$ cat config.mk
export PLATFORM = sky130hd
export DESIGN_NAME = hex_entry_reg
export DESIGN_NICKNAME = d
export VERILOG_FILES = /design/src/rtl/hex_entry_reg.sv
export SDC_FILE = /design/constraint.sdc
export NUM_CORES = 1
export LEC_CHECK = 0
export CAP_MARGIN = 30
export CORE_MARGIN = 1.5
export CORE_UTILIZATION = 48
export DETAILED_ROUTE_END_ITERATION = 6
export PLACE_DENSITY = 0.85
export SLEW_MARGIN = 30
export SYNTH_ARGS = -nofsm -noshare
export SYNTH_HDL_FRONTEND = slang
export SYNTH_SLANG_ARGS = --single-unit
$ cat constraint.sdc
create_clock -name clk -period 2.64 [get_ports clk]
set_input_delay 0.396 -clock clk [delete_from_list [all_inputs] [get_ports clk]]
set_output_delay 0.396 -clock clk [all_outputs]
set_load 0.02 [all_outputs]
$ cat src/rtl/hex_entry_reg.sv
// Hex digit entry register: digits shift in from the right, with backspace,
// digit replace, direct word load and clear. Feeds a display scanner.
module hex_entry_reg (
    input  logic        clk,
    input  logic        rst,
    input  logic [3:0]  nib,
    input  logic        nib_push,
    input  logic        pop,
    input  logic        load,
    input  logic [32:1] load_data,
    input  logic        clr,
    output logic [32:1] data,
    output logic [3:0]  ndigits,
    output logic        full,
    output logic        empty,
    output logic        ack,
    output logic        err
);

    logic nib_push_q;
    logic pop_q;
    logic push_e;
    logic pop_e;

    assign push_e = nib_push & ~nib_push_q;
    assign pop_e  = pop & ~pop_q;
    assign full   = (ndigits == 4'd8);
    assign empty  = (ndigits == 4'd0);

    always_ff @(posedge clk) begin
        if (rst) begin
            data       <= '0;
            ndigits    <= 4'd0;
            err        <= 1'b0;
            ack        <= 1'b0;
            nib_push_q <= 1'b0;
            pop_q      <= 1'b0;
        end else begin
            // Edge history tracks the raw inputs even when an edge is discarded.
            nib_push_q <= nib_push;
            pop_q      <= pop;
            ack        <= 1'b0;
            if (clr) begin
                data    <= '0;
                ndigits <= 4'd0;
                err     <= 1'b0;
                ack     <= 1'b1;
            end else if (load) begin
                data    <= load_data;
                ndigits <= 4'd8;
                ack     <= 1'b1;
            end else if (push_e && pop_e && !empty) begin
                data[4:1] <= nib;
                ack       <= 1'b1;
            end else if (push_e) begin
                if (full) begin
                    err <= 1'b1;
                end else begin
                    data    <= {data[28:1], nib};
                    ndigits <= ndigits + 4'd1;
                    ack     <= 1'b1;
                end
            end else if (pop_e) begin
                if (empty) begin
                    err <= 1'b1;
                end else begin
                    data    <= {4'h0, data[32:5]};
                    ndigits <= ndigits - 4'd1;
                    ack     <= 1'b1;
                end
            end
        end
    end

endmodule

==> results.toml <==
[cells_and_area]
nets = 399
drive_above_1_share_pct = 7.865
final_cells = 408
layout_common_cells = "80 x clkdlybuf4s50_1, 55 x nand2_1, 40 x dfxtp_1"
area_growth_pct = 40.45
diodes = 0
layout_commonest_cell = "clkdlybuf4s50_1"

[timing]
hold_viol_final = 0
period_share_pct = 90.13
drv_slew = 0
max_clock_freq_ghz = 0.4203
max-slew-margin-rel_pct = 45.81
grt_setup_unrepaired = "false"
tns_ns = 0
finalClockSkew_ns = 0.005618
worstMarginPinSlew_ns = 0.8128
period_needed_ns = 2.379
setup_violations = 0

[drt]
first_iter_violations = 195
wl_per_cell_microns = 15.51
vias = 2329
vias_per_cell = 5.708
wl_microns = 6327
drtPass1Iterations = 4
ant_nets = 0
drc = 0

[synth]
ys_ff_latch = 40
synth_cell_types = 37
synth_edf_count = 0
avgSynthCellArea_sq_um = 7.936
syn-num-nets = 327
synth_area_sq_um = 2246
synth-main-ff-cell = "dfxtp_1"
ys_seq_area_share_pct = 35.65
ys_warn_count = 0
async_flop_share_pct = 0
syn_inst = 283

[cts]
cts_tree = "done"
clk_latency_ns = 0.30
cts_resized = 0
cts-root-buf = "clkbuf_8"
cts_sinks = 40
cts_hold_buf = 0
cts_buffers = 5
cts.htree.levels = 2
clkTransAtPathRegs_ns = 0.08
post_cts_buffers = 0
clockBufferDepth = 2

[critical_path]
rrSetupSlack_ns = 0.58
startpoint_type = "flip-flop"
crit_path_end_kind = "primary output"
r2r_start = "ndigits[3]"
max_stage_delay_ns = 0.72
path_cells = "nor4b_2 -> clkdlybuf4s50_1"
setup.worst_path.start = "ndigits[3]"
path_max_fanout = 7
critical_path_arrival_ns = 1.98
critPathRequiredTime_ns = 2.24
path_class = "flip-flop to primary output"
critPathSlowestCell = "clkdlybuf4s50_1"

[die]
fp.dieArea_sq_um = 5098
ios = 82
die_w_microns = 71.40
row_count = 24
initial_core_util_pct = 50.88
chipHeight_microns = 71.40
core_area_sq_um = 4414

[power]
vdd_drop_max_mv = 0.3812
power_density_nw_per_um2 = 451.8
p_leak_nw = 1.217

[placement]
io_buffers = 81
dp_hpwl_microns = 4317
routabilityCongestion = 0.8471
place_inst = 400

[worst_hold_path]
hold_start = "err"
hold_class = "flip-flop to flip-flop"

[grt]
met3_usage_pct = 4.923
antenna_found_initial = 0
grt_use_met1_pct = 31.75
grt_max_degree = 49
use_met2_pct = 41.26
overflow = 0
grt_pass1_wl_microns = 10010
track_usage_pct = 24.55
first_global_vias = 2135
busiest_layer = "met2"

[outcome]
outcome = "finished, final reports clean"

[job]
maxCapViolations = 0
## cells by family (layout without fill, tap and decap cells)
logic type	count (synthesis)	after routing	synth area share, %
flops	40	40	35.65
fa+ha+maj	3	3	1.560
mux	34	34	15.15
simple gates	110	110	24.12
xor+xnor	3	3	1.170
buf+inv	26	99	5.404
compound gates	67	67	16.94
## layout make-up
cell class | instances | area [sq um]
fill | 363 | 1260
clock buffer | 6 | 82.58
tap | 52 | 65.06
multi-input combinational | 217 | 1326
sequential | 40 | 800.8
timing repair buffer | 88 | 858.3
inverter | 3 | 11.26
clock inverter | 2 | 10.01
## state kept, by name (all words and copies together), names as in the netlist
register / count
ndigits: 4
pop_q: 1
err: 1
data: 32
ack: 1
nib_push_q: 1
## layer usage
layer / part of all wire, % / vias to the layer above
met5: 0 / -
met4: 1.4 / 0
met3: 7.0 / 9
met2: 50 / 104
met1: 41 / 1077
li1: - / 1139
## through the flow
| step | hold slack [ns] | instance area (sq um) | total power (W) | util (%) | worst slack, ns |
|---|---|---|---|---|---|
| 2_1_floorplan | 0.4651 | 2246 | 0.0008612 | - | 0.6594 |
| 4_1_cts | 0.4944 | 3154 | 0.001419 | 71.46 | 0.2633 |
| 3_3_place_gp | 0.4586 | 3062 | 0.0009982 | 69.36 | 0.3611 |
| 3_5_place_dp | 0.4762 | 3062 | 0.001005 | 69.36 | 0.3080 |
| 5_1_grt | 0.5281 | 3154 | 0.001476 | 71.46 | 0.1809 |
| 6_report | 0.5056 | 3154 | 0.001425 | 71.46 | 0.2607 |
## worst max-delay path: cells and delay by family, from the launching register on
family / cells / cell delay, ns
AND/OR/NAND/NOR: 1 / 0.52
buffers and inverters: 1 / 0.72
flip-flops: 1 / 0.45
## cell usage after synthesis, types with 2 or more instances
library cell	count	area [sq um]
a211o_1	2	17.52
a21oi_1	28	140.1
a221o_1	3	30.03
and3_1	3	18.77
buf_2	10	50.05
buf_4	3	22.52
clkbuf_1	10	37.54
dfxtp_1	40	800.8
ha_1	2	25.02
inv_1	2	7.510
mux2i_1	34	340.3
nand2_1	55	206.5
nand2b_1	2	12.51
nand3_1	24	120.1
nor2_1	8	30.03
nor2b_1	4	25.02
nor3_1	3	15.01
nor4_1	2	12.51
o21ai_0	29	145.1
xnor2_1	2	17.52
## final timing paths
kind,end,depth (start not counted)
max reg2reg,data[30],5
min,err,2
min reg2reg,err,2
max,full,2
## report_power, final
| group | internal, W | switching (W) |
|---|---|---|
| clock | 0.000209 | 0.000221 |
| sequential | 0.000624 | 0.0000239 |
| combinational | 0.000167 | 0.000180 |
Note: power is estimated with default switching activity, not from simulation.
==> patch 1 (same flow settings) <==
Reset style: asynchronous (`rst`), changed in one clocked block.
--- a/src/rtl/hex_entry_reg.sv
+++ b/src/rtl/hex_entry_reg.sv
@@ -28,5 +28,5 @@
     assign empty  = (ndigits == 4'd0);
 
-    always_ff @(posedge clk) begin
+    always_ff @(posedge clk or posedge rst) begin
         if (rst) begin
             data       <= '0;
Function: differs if rst is asserted again (counterexample within 4 cycles, from zero or initial values and one cycle with rst high); with rst held inactive, the same outputs for 4 cycles.
==> patch 1 against the unedited design <==
Hold slack worse by 0.027 ns. Clock skew up 0.0042 ns. Non-clock buffer count up 6. Utilization down 2.3 points. First-iteration DRC count up 13%. Count of clock-buffer cells in the layout down 1. Setup slack better by 0.059 ns. Total power up 32%. Highest routed layer unchanged. Critical path type unchanged. Synthesized area up 15%. Sequential cell count unchanged. Combinational power up 60%. Final area up 13%. Largest power group unchanged. Global-route usage up 0.69 points. Routed wire length up 11%.
==> patch 1: results (changes against the unedited design) <==
| Metric | Value |
|---|---|
| Status | `finished clean` |
| R2R depth | `4 (-1)` |
| Synth cell count leaders | `nand2_1, dfrtp_1, nor2_1, a311oi_1, mux2_4` |
| LEAKAGE | `1.48 nW (+22%)` |
| Final HPWL DP | `4980 microns (+15%)` |
| Area contributors post-synth | `dfrtp_1, mux2_4, a311oi_1` |
| Placed Cells | `409 (+2.3%)` |
| Final #Nets | `390 (-2.3%)` |
| Initial DRC count | `221 (+13%)` |
| WL/cell | `16.9 microns (+8.8%)` |
| Layout cells sized above 1 | `19.4% (+11 points)` |
| Adder-Cell Fraction of Synth Area | `0.967% (-0.59 points)` |
| Top FF cell, synth | `dfrtp_1` |
| Count of different cell masters after synthesis | `42 (+14%)` |
| All-Layer GR Usage | `25.2% (+0.69 points)` |
| Min-delay worst type | `primary input to async pin` |
| CP Data Arrival Time | `1.92 ns (-0.06 ns)` |
| Mux cell area share after synthesis | `16.8% (+1.7 points)` |
| Async set-reset flop share out of synthesis | `100% (+100 points)` |
| Sequential area share after synthesis | `38.7% (+3.0 points)` |
| Post-Synth XOR/XNOR Area | `0.677% (-0.49 points)` |
| Routability cong. | `0.938 (+11%)` |
| Synth Area in Compound Gates | `15.4% (-1.5 points)` |
| Clk_skew | `0.00985 ns (+0.00423 ns)` |
| Post-synthesis average cell area | `9.73 sq um (+23%)` |
| Vias in the first global route | `2384 (+12%)` |
| WL final | `7020 microns (+11%)` |
| Comb pwr share | `29.6% (+5.3 points)` |
| Clock Power | `0.000585 W (+36%)` |
| Largest net degree at the start of global routing | `33 (-33%)` |
| Vias/cell | `5.68 (-0.49%)` |
| CP max FO | `9 (+2)` |
| Internal power | `0.00133 W (+33%)` |
## patch 1: routing by layer
layer / track usage, % / vias up / part of all wire (%)
met5: 0 / - / 0
met4: 7.41 / 0 / 1.1
met3: 5.51 / 6 / 6.2
met2: 42.1 / 102 / 50
met1: 32.8 / 1150 / 42
li1: - / 1105 / -
## patch 1: worst max-delay path, cell delays in order, from the launching register on
cell	delay [ns]
dfrtp_1	0.52
nor4b_4	0.44
clkdlybuf4s50_1	0.68
## patch 1: final cells by class
class                      instances  area (sq um)
timing repair buffer              94           908
clock inverter                     2          60.1
clock buffer                       5          68.8
multi-input combinational        200          1410
fill                             411          1590
sequential                        40          1000
inverter                           5          18.8
tap                               70          87.6
## patch 1: stage by stage
step / worst slack [ns] / cell area [sq um] / power [W] / hold WS [ns] / utilization (%)
2_1_floorplan: 0.466 / 2590 / 0.00106 / 0.427 / -
3_3_place_gp: 0.298 / 3420 / 0.00129 / 0.523 / 66.6
3_5_place_dp: 0.243 / 3420 / 0.00130 / 0.522 / 66.6
4_1_cts: 0.311 / 3550 / 0.00189 / 0.527 / 69.1
5_1_grt: 0.246 / 3550 / 0.00196 / 0.509 / 69.1
6_report: 0.319 / 3550 / 0.00188 / 0.479 / 69.1
## patch 1: final timing paths
kind / slack [ns] / end / start
setup / recovery: 0.32 / full / ndigits[1]
hold / removal: 0.48 / data[14] / rst
setup reg to reg: 0.54 / data[10] / ndigits[1]
hold reg to reg: 0.53 / data[3] / data[3]
max in group asynchronous: 1.62 / data[4] / rst
min in group clk: 0.53 / data[3] / data[3]
## patch 1: cell families (layout without fill, tap and decap cells)
family	after synthesis	after routing
compound gates	48	48
xor+xnor	2	2
fa+ha+maj	2	2
buf+inv	26	106
flops	40	40
mux	32	32
simple gates	116	116
==> patch 2 (same settings) <==
Without the edit above. Register the output `ndigits` once more, cleared by the reset; this adds one clock of latency there. The other outputs are not delayed to match.
--- a/src/rtl/hex_entry_reg.sv
+++ b/src/rtl/hex_entry_reg.sv
@@ -18,4 +18,6 @@
 );
 
+    logic [3:0] ndigits_s0;
+
     logic nib_push_q;
     logic pop_q;
@@ -25,11 +27,11 @@
     assign push_e = nib_push & ~nib_push_q;
     assign pop_e  = pop & ~pop_q;
-    assign full   = (ndigits == 4'd8);
-    assign empty  = (ndigits == 4'd0);
+    assign full   = (ndigits_s0 == 4'd8);
+    assign empty  = (ndigits_s0 == 4'd0);
 
     always_ff @(posedge clk) begin
         if (rst) begin
             data       <= '0;
-            ndigits    <= 4'd0;
+            ndigits_s0 <= 4'd0;
             err        <= 1'b0;
             ack        <= 1'b0;
@@ -43,10 +45,10 @@
             if (clr) begin
                 data    <= '0;
-                ndigits <= 4'd0;
+                ndigits_s0 <= 4'd0;
                 err     <= 1'b0;
                 ack     <= 1'b1;
             end else if (load) begin
                 data    <= load_data;
-                ndigits <= 4'd8;
+                ndigits_s0 <= 4'd8;
                 ack     <= 1'b1;
             end else if (push_e && pop_e && !empty) begin
@@ -58,5 +60,5 @@
                 end else begin
                     data    <= {data[28:1], nib};
-                    ndigits <= ndigits + 4'd1;
+                    ndigits_s0 <= ndigits_s0 + 4'd1;
                     ack     <= 1'b1;
                 end
@@ -66,5 +68,5 @@
                 end else begin
                     data    <= {4'h0, data[32:5]};
-                    ndigits <= ndigits - 4'd1;
+                    ndigits_s0 <= ndigits_s0 - 4'd1;
                     ack     <= 1'b1;
                 end
@@ -73,4 +75,12 @@
     end
 
+    always_ff @(posedge clk) begin
+        if (rst) begin
+            ndigits <= '0;
+        end else begin
+            ndigits <= ndigits_s0;
+        end
+    end
+
 endmodule
 
Check against the original RTL: not equivalent (a bounded check fails within 4 cycles, from zero or initial values and one cycle with rst high).
==> patch 2 against the unedited design <==
Sequential cell count is 4 higher. Total power is 1.1% higher. Setup slack better by 0.18 ns. Maximum frequency is 8.3% higher. Routed wire length is 3.8% lower. Final area is 2.8% higher. Clock power is 6.3% lower. Synthesized area is 3.0% higher. Critical path type unchanged. Largest cell class unchanged.
==> patch 2: results (changes against the unedited design) <==
| Metric | Value |
|---|---|
| First-pass GRT wire length | `9650 microns (-3.6%)` |
| Largest net degree at the start of global routing | `43 (-12%)` |
| Worst Hold Endpoint | `data[29]` |
| Synth Area in Compound Gates | `20.4% (+3.5 points)` |
| Fill count | `383 (+5.5%)` |
| Mux cell area share after synthesis | `13.0% (-2.2 points)` |
| Adder-Cell Fraction of Synth Area | `1.08% (-0.48 points)` |
| Layout cells sized above 1 | `8.72% (+0.86 points)` |
| Post-Synth XOR/XNOR Area | `1.14% (-0.034 points)` |
| Buffer share of cell area | `27.6% (+0.35 points)` |
| Hold Path Origin | `data[29]` |
| Yosys reg bits | `44 (+10%)` |
| Regs by FF count | `data (32), ndigits (4), ndigits_s0 (4)` |
| WL final | `6080 microns (-3.8%)` |
| Final HPWL DP | `4330 microns (+0.24%)` |
| Signal buffers | `91 (+3.4%)` |
| R2R Path End | `ndigits_s0[3]` |
| Reg2reg start | `ndigits_s0[1]` |
| Sequential area share after synthesis | `38.1% (+2.4 points)` |
| Vias in the first global route | `2032 (-4.8%)` |
| LEAKAGE | `1.25 nW (+2.9%)` |
| Pre-CTS setup slack | `0.379 ns (+0.0708 ns)` |
| Syn_nets | `315 (-3.7%)` |
| Synth cell count leaders | `dfxtp_1, mux2i_1, nand3_1, a21oi_1, nor2_1` |
| Multi-In Gates | `201 (-7.4%)` |
| Status | `finished clean` |
| Clock Power | `0.000403 W (-6.3%)` |
| Setup ws final | `0.442 ns (+0.182 ns)` |
| Invs w/o clock | `1 (-2)` |
| CP Data Arrival Time | `1.80 ns (-0.18 ns)` |
| R2R Setup Slk | `0.71 ns (+0.13 ns)` |
| Area contributors post-synth | `dfxtp_1, mux2i_1, o31ai_1` |
| CP max FO | `8 (+1)` |
| Fraction of area in registers | `27.2% (+1.8 points)` |
| Clk cell area share | `2.39% (-0.54 points)` |
| Sequential power | `0.000709 W (+9.4%)` |
| Routability cong. | `0.867 (+2.4%)` |
| Count of different cell masters after synthesis | `36 (-2.7%)` |
| Peak VDD IR | `0.317 mV (-17%)` |
| Final #Nets | `388 (-2.8%)` |
| Initial DRC count | `194 (-0.51%)` |
[patch 2: cell types whose count changed after synthesis, sizes merged, moves of 4 or more]
cell | unedited run | this run
a32oi | 0 | 4
clkbuf | 10 | 14
nor2 | 9 | 28
o31ai | 0 | 24
nand2 | 55 | 17
dfxtp | 40 | 44
o21ai | 29 | 10
mux2i | 34 | 30
nand3 | 24 | 29
[patch 2: metrics by stage]
step / cells / area [sq um] / hold WS (ns) / power [W] / util, %
final: 398 / 3240 / 0.458 / 0.00144 / 69.1
after global routing: 398 / 3240 / 0.483 / 0.00151 / 69.1
after CTS: 398 / 3240 / 0.461 / 0.00145 / 69.1
after detailed placement: 391 / 3160 / 0.451 / 0.00105 / 67.4
after global placement: 391 / 3160 / 0.442 / 0.00105 / 67.4
after floorplan: 271 / 2310 / 0.468 / 0.000908 / -
[patch 2: how the worst max path moves through the flow]
stage                             start             to
after floorplan                nib_push  ndigits_s0[3]
after global placement         nib_push  ndigits_s0[3]
after detailed placement       nib_push  ndigits_s0[3]
after CTS                 ndigits_s0[0]           full
after global routing      ndigits_s0[0]           full
final                     ndigits_s0[0]           full
[patch 2: worst max-delay path, stage by stage, from the launching register on]
cell and delay, ns:
dfxtp_1 0.42, nor4b_4 0.42, clkdlybuf4s50_1 0.67
[patch 2: metal layers]
layer | wire, microns | share of wire [%] | GRT usage (%) | vias up
li1 | - | - | - | 1121
met1 | 2610 | 43 | 30.1 | 1038
met2 | 3060 | 50 | 39.9 | 73
met3 | 336 | 5.5 | 5.14 | 9
met4 | 80 | 1.3 | 8.39 | 0
met5 | 0 | 0 | 0 | -
